**config.mk**
```make
export PLATFORM = sky130hd
export DESIGN_NAME = board_input_ctrl
export DESIGN_NICKNAME = d
export VERILOG_FILES = /design/src/rtl/board_input_ctrl.sv
export SDC_FILE = /design/constraint.sdc
export NUM_CORES = 1
export LEC_CHECK = 0
export ABC_CLOCK_PERIOD_IN_PS = 3200
export CORE_AREA = 3 3 124 156
export CTS_BUF_LIST = sky130_fd_sc_hd__clkbuf_2 sky130_fd_sc_hd__clkbuf_4 sky130_fd_sc_hd__clkbuf_8
export CTS_CLUSTER_SIZE = 16
export DETAILED_ROUTE_END_ITERATION = 7
export DIE_AREA = 0 0 127 159
export HOLD_SLACK_MARGIN = 0.06
export PLACE_DENSITY = 0.9
export SYNTH_ARGS = -nofsm -noshare
export SYNTH_HDL_FRONTEND = slang
export SYNTH_SLANG_ARGS = --single-unit
```
**constraint.sdc**
```tcl
create_clock -name clk -period 3.2 [get_ports clk]
set_input_delay 0.96 -clock clk [delete_from_list [all_inputs] [get_ports clk]]
set_output_delay 0.96 -clock clk [all_outputs]
set_load 0.01 [all_outputs]
```
**src/rtl/board_input_ctrl.sv**
```systemverilog
// Purpose: board-input conditioning. Debounces CH level channels with rise/fall pulses,
//          decodes a rotary encoder into NUM_PAGES address registers, and stretches reset.
// Latency: channels 2+JITTER_MAX edges; rotary 2+ROT_JITTER+1 edges; rst_o 1 edge (rst) / 3 edges (rst_req).
// Backpressure: none; free-running pad conditioning, outputs valid every cycle.
//
// Ports:
//   clk, rst          clock and synchronous active-high reset
//   sig_i / sig_o     raw channel inputs / debounced levels
//   rise_o / fall_o   one-cycle pulses on debounced 0->1 / 1->0
//   rot_a, rot_b      raw rotary encoder phases
//   page_sel, addr_o  address register selector / selected address (combinational)
//   rst_req, rst_o    raw reset request / stretched reset
module board_input_ctrl #(
  parameter int              CH          = 8,
  parameter int              JITTER_MAX  = 10000,
  parameter int              CNT_W       = 16,
  parameter logic [CH-1:0]   INIT_VALUE  = {CH{1'b0}},
  parameter int              ROT_JITTER  = 2000,
  parameter int              ADDR_W      = 5,
  parameter int              NUM_PAGES   = 4,
  parameter int              WRAP        = 1,
  parameter int              RST_STRETCH = 16
) (
  input  logic                         clk,
  input  logic                         rst,
  input  logic [CH-1:0]                sig_i,
  output logic [CH-1:0]                sig_o,
  output logic [CH-1:0]                rise_o,
  output logic [CH-1:0]                fall_o,
  input  logic                         rot_a,
  input  logic                         rot_b,
  input  logic [$clog2(NUM_PAGES)-1:0] page_sel,
  output logic [ADDR_W-1:0]            addr_o,
  input  logic                         rst_req,
  output logic                         rst_o
);

  localparam int ROT_CNT_W = $clog2(ROT_JITTER + 1);

  // ---------------------------------------------------------------------------
  // Two-flop synchronisers. Channel synchronisers flush to INIT_VALUE so that a
  // reset does not make sig_o see a spurious difference afterwards.
  // ---------------------------------------------------------------------------
  logic [CH-1:0] sig_s1, sig_s2;
  logic [1:0]    rot_s1, rot_s2;   // [0] = phase a, [1] = phase b
  logic          req_s1, req_s2;

  always_ff @(posedge clk) begin
    if (rst) begin
      sig_s1 <= INIT_VALUE;
      sig_s2 <= INIT_VALUE;
      rot_s1 <= 2'b00;
      rot_s2 <= 2'b00;
      req_s1 <= 1'b0;
      req_s2 <= 1'b0;
    end else begin
      sig_s1 <= sig_i;
      sig_s2 <= sig_s1;
      rot_s1 <= {rot_b, rot_a};
      rot_s2 <= rot_s1;
      req_s1 <= rst_req;
      req_s2 <= req_s1;
    end
  end

  // ---------------------------------------------------------------------------
  // Channel debounce. The counter tracks consecutive cycles the synchronised
  // input has disagreed with sig_o; reaching JITTER_MAX commits the new level.
  // ---------------------------------------------------------------------------
  logic [CNT_W-1:0] cnt [CH];

  always_ff @(posedge clk) begin
    if (rst) begin
      sig_o  <= INIT_VALUE;
      rise_o <= '0;
      fall_o <= '0;
      for (int i = 0; i < CH; i++) cnt[i] <= '0;
    end else begin
      for (int i = 0; i < CH; i++) begin
        rise_o[i] <= 1'b0;
        fall_o[i] <= 1'b0;
        if (sig_s2[i] == sig_o[i]) begin
          cnt[i] <= '0;
        end else if (cnt[i] == CNT_W'(JITTER_MAX - 1)) begin
          cnt[i]    <= '0;
          sig_o[i]  <= sig_s2[i];
          rise_o[i] <= sig_s2[i];
          fall_o[i] <= ~sig_s2[i];
        end else begin
          cnt[i] <= cnt[i] + CNT_W'(1);
        end
      end
    end
  end

  // ---------------------------------------------------------------------------
  // Rotary phase debounce, same scheme. rot_rise is a registered rising-edge
  // pulse of the debounced phase; the address register consumes it one edge later.
  // ---------------------------------------------------------------------------
  logic [1:0]           rot_d;     // [0] = rot_a_d, [1] = rot_b_d
  logic [1:0]           rot_rise;
  logic [ROT_CNT_W-1:0] rot_cnt [2];

  always_ff @(posedge clk) begin
    if (rst) begin
      rot_d    <= 2'b00;
      rot_rise <= 2'b00;
      for (int p = 0; p < 2; p++) rot_cnt[p] <= '0;
    end else begin
      for (int p = 0; p < 2; p++) begin
        rot_rise[p] <= 1'b0;
        if (rot_s2[p] == rot_d[p]) begin
          rot_cnt[p] <= '0;
        end else if (rot_cnt[p] == ROT_CNT_W'(ROT_JITTER - 1)) begin
          rot_cnt[p]  <= '0;
          rot_d[p]    <= rot_s2[p];
          rot_rise[p] <= rot_s2[p];
        end else begin
          rot_cnt[p] <= rot_cnt[p] + ROT_CNT_W'(1);
        end
      end
    end
  end

  // ---------------------------------------------------------------------------
  // Address registers. A phase rising while the other is low is a step; if
  // both kinds of step land together they cancel.
  // ---------------------------------------------------------------------------
  logic [ADDR_W-1:0] addr [NUM_PAGES];
  logic              ev_dec, ev_inc;
  logic [ADDR_W-1:0] addr_cur, addr_nxt;

  assign ev_dec   = rot_rise[0] & ~rot_d[1];
  assign ev_inc   = rot_rise[1] & ~rot_d[0];
  assign addr_cur = addr[page_sel];
  assign addr_o   = addr_cur;

  always_comb begin
    addr_nxt = addr_cur;
    if (ev_inc && !ev_dec) begin
      if (WRAP != 0 || addr_cur != {ADDR_W{1'b1}}) addr_nxt = addr_cur + ADDR_W'(1);
    end else if (ev_dec && !ev_inc) begin
      if (WRAP != 0 || addr_cur != '0) addr_nxt = addr_cur - ADDR_W'(1);
    end
  end

  always_ff @(posedge clk) begin
    if (rst) begin
      for (int k = 0; k < NUM_PAGES; k++) addr[k] <= '0;
    end else begin
      addr[page_sel] <= addr_nxt;
    end
  end

  // ---------------------------------------------------------------------------
  // Reset stretcher. The load term is ORed into the output register so that
  // rst_o rises on the same edge the shift register is loaded; the register
  // then runs out RST_STRETCH+1 edges after the last load.
  // ---------------------------------------------------------------------------
  logic [RST_STRETCH-1:0] rst_sr;
  logic                   rst_load;

  assign rst_load = rst | req_s2;

  always_ff @(posedge clk) begin
    if (rst_load) rst_sr <= '1;
    else          rst_sr <= rst_sr << 1;
    rst_o <= rst_load | (|rst_sr);
  end

endmodule

```
==> impl_metrics.csv <==
group,metric,value,unit
clocking,numCtsBuffers,37,
clocking,postCtsHoldBufs,0,
critical_path,crit_cells,4,
global_route,grt_max_degree,36,
global_route,grt_pass1_wl,34.8,mm
yosys,synth_top_area_share,0.454,
critical_path,startpoint_type,"primary input",
yosys,ys_warn_count,0,
drt,ant_nets,0,
sta,period_needed,2.98,ns
clocking,clk_pin_slew,0.06,ns
clocking,root_buffer,"clkbuf_8",
status,status,"complete, no violations",
sta,holdWs,0.439,ns
sta,hold_viol,0,
power_and_ir_drop,p_sw,0.00142,W
yosys,synth_flop_cell,"edfxtp_1",
final_layout,final_cells,1496,
sta,fin_skew,0.0119,ns
critical_path,cp_max_fo,6,
critical_path,reg2reg_slack,0.99,ns
power_and_ir_drop,leakage,4.77,nW
clocking,htreeDepth,2,
run,maxCapViolCount,0,
yosys,yosys-mux-area-fraction,0.0210,
critical_path,worst_path_dominant_cell_family,"multiplexers",
die,die_height,159,um
drt,wl_per_cell,13.8,um
power_and_ir_drop,switching_share,0.223,
sta,rsz0062_at_grt,"false",
yosys,syn_area_per_cell,11.0,um^2
die,floorplan.initialDensity,0.623,
critical_path,r2r_cells,6,
power_and_ir_drop,p_comb_frac,0.054,
critical_path,worstSetupEndpointType,"output pin",
critical_path,max_stage_delay,0.54,ns
yosys,synth_edf_count,170,
yosys,synth_simple_gate_area_share,0.243,
drt,vias,8073,
critical_path,worstSetupPathType,"primary input to output pin",
final_layout,syn_to_final_growth,18.0,%
yosys,synth_area,11200,um^2
global_route,antenna_found_initial,0,
drt,dr.first_iter.drc_count,489,
drt,first_pass_iters,5,
sta,setup_violations,0,
die,die_width,127,um
drt,vias_per_cell,5.40,
yosys,synthArstFlopShare,0,
clocking,cts_tree,"yes",
power_and_ir_drop,power-per-cell-area,480,nW/um^2
power_and_ir_drop,vdd_ir_drop_max,0.000347,V
placement,place_inst,1427,
critical_path,critPathBufInv,3,
placement,dp_worst_setup_slack,-0.463,ns
final_layout,drive_gt1_frac,0.0915,
power_and_ir_drop,seq_power_share,0.552,
yosys,synth_top_family_by_area,"simple AND/OR/NAND/NOR gates",
final_layout,antenna_cells,0,
sta,relSlewSlack,0.597,
sta,worst_pin_slew,0.599,ns
die,core_area,18000,um^2
clocking,cts.sinks,237,
drt,drc,0,
global_route,track_usage,0.205,
power_and_ir_drop,power_frac_clock,0.395,
yosys,synthCells,1023,
power_and_ir_drop,p_int,0.00495,W
yosys,yosysTopAreaCell,"edfxtp_1",
critical_path,slowest_stage,"mux4_2",
yosys,ys_top_cells_by_area,"edfxtp_1 (45%), dfxtp_1 (12%), nor2_1 (5.3%)",
yosys,synth_xor_area_frac,0.0919,
yosys,synth_commonest_cells,"edfxtp_1 (170), nor2_1 (159), dfxtp_1 (67)",
yosys,synthDistinctLibCells,49,
yosys,ys_seq_area_frac,0.573,
die,rows,55,
min_path,worstHoldPathType,"flip-flop to flip-flop",
critical_path,cp.arrival,2.02,ns
die,die-area,20200,um^2
sta,worst_slack,0.222,ns
sta,timing.final.crit_share,0.931,
placement,port_buffers,44,
die,ioPinCount,45,
global_route,grt_overflow,0,
clocking,clock_latency,0.53,ns
final_layout,nets,1266,
sta,clock.fmax,336,MHz
min_path,holdPathStages,1,
global_route,grt_pass1_vias,7944,
clocking,clockBufferDepth,3,
yosys,ys_ff_latch,237,
critical_path,cpMostUsedCell,"buf_6",
critical_path,crit_chain,"dlygate4sd2_1 > buf_6 > mux4_2 > buf_6",
yosys,synth_compound_area_frac,0.0343,
power_and_ir_drop,power,0.00637,W
yosys,synth_fa_ha_area_frac,0.0151,
placement,dp.final_hpwl,14.5,mm
drt,drt-total-wl,20.6,mm
yosys,synth_most_common_cell,"edfxtp_1",
placement,gp_congestion,0.858,
critical_path,cp.required,2.24,ns
sta,slew_violations,0,
## cell type report
class	instances	area, um^2
Fill cell	1291	4760
Inverter	21	78.8
Multi-Input combinational cell	876	5120
Clock inverter	11	52.6
Tap cell	228	285
Timing Repair Buffer	66	589
Clock buffer	57	697
Sequential cell	237	6450
## power by group through the flow
stage	Clock [W]	Sequential, W	Combinational [W]
3_3_place_gp	0	0.00357	0.000325
2_1_floorplan	0	0.00354	0.000242
6_report	0.00251	0.00351	0.000343
4_1_cts	0.00258	0.00351	0.000337
5_1_grt	0.00271	0.00353	0.000384
3_5_place_dp	0	0.00358	0.000338
## cells by family (layout without fill, tap and decap cells)
group | after synthesis | in the layout
and+or+nand+nor | 508 | 508
muxes | 17 | 17
xor gates and xnor gates | 118 | 118
adders and majority gates | 14 | 14
DFF | 237 | 237
other | 1 | 150
buffers and inverters | 59 | 155
AOI/OAI and AO/OA | 69 | 69
## worst register-to-register path: cells and delay by family, from the launching register on
kind / cells / cell delay [ns]
and+or+nand+nor: 3 / 0.56
AOI/OAI and AO/OA: 1 / 0.52
DFF: 1 / 0.41
buffers and inverters: 1 / 0.27
adders and majority gates: 1 / 0.22
## timing repair
action,CTS,global route
setup buffers,1,0
endpoints found under the setup margin,5,2
resized for setup,24,1
pin swaps,0,0
## metal layers
metal,global-route usage,share of wire,vias up
met3,0.0433,0.041,47
met1,0.247,0.41,3853
met4,0.0717,0.023,0
li1,-,-,4002
met5,0,0,-
met2,0.362,0.52,171
## metrics by stage
step                setup TNS (ns)  utilization  area, um^2
global placement             -2.59        0.695       12500
global route                     0        0.736       13300
floorplan                        0            -       11800
CTS                              0        0.736       13300
detailed placement           -3.64        0.695       12500
finish                           0        0.736       13300
## cell usage in the layout (no fill, tap or decap), drive strengths merged, types with 23 or more instances in the layout
cell type	n
nor3	23
xnor2	61
nor2b	27
or3	46
nand3	56
edfxtp	170
nor4	24
and3	30
o21ai	24
buf	28
xor2	57
conb	150
clkbuf	57
a21oi	33
nand2	35
nand4	43
nor2	159
clkdlybuf4s50	36
dfxtp	67
## worst paths after layout
path / from / end
setup / recovery: page_sel[0] / addr_o[3]
hold / removal: rst_sr[11]$_SDFF_PP1_ / rst_sr[12]$_SDFF_PP1_
setup reg to reg: cnt[0][0]$_SDFFCE_PN0P_ / cnt[0][8]$_SDFFCE_PN0P_
hold reg to reg: rst_sr[11]$_SDFF_PP1_ / rst_sr[12]$_SDFF_PP1_
## state kept, by name (all words and copies together) (netlist names)
| signal | cells |
|---|---|
| rst_sr | 16 |
| sig_s2 | 8 |
| sig_o | 8 |
| rot_s1 | 2 |
| rst_o | 1 |
| rot_cnt | 22 |
| cnt | 128 |
| sig_s1 | 8 |
| fall_o | 8 |
| rot_rise | 2 |
| req_s1 | 1 |
| rise_o | 8 |
| rot_s2 | 2 |
| addr | 20 |
| rot_d | 2 |
| req_s2 | 1 |
Power figures use the tool's default switching activity.
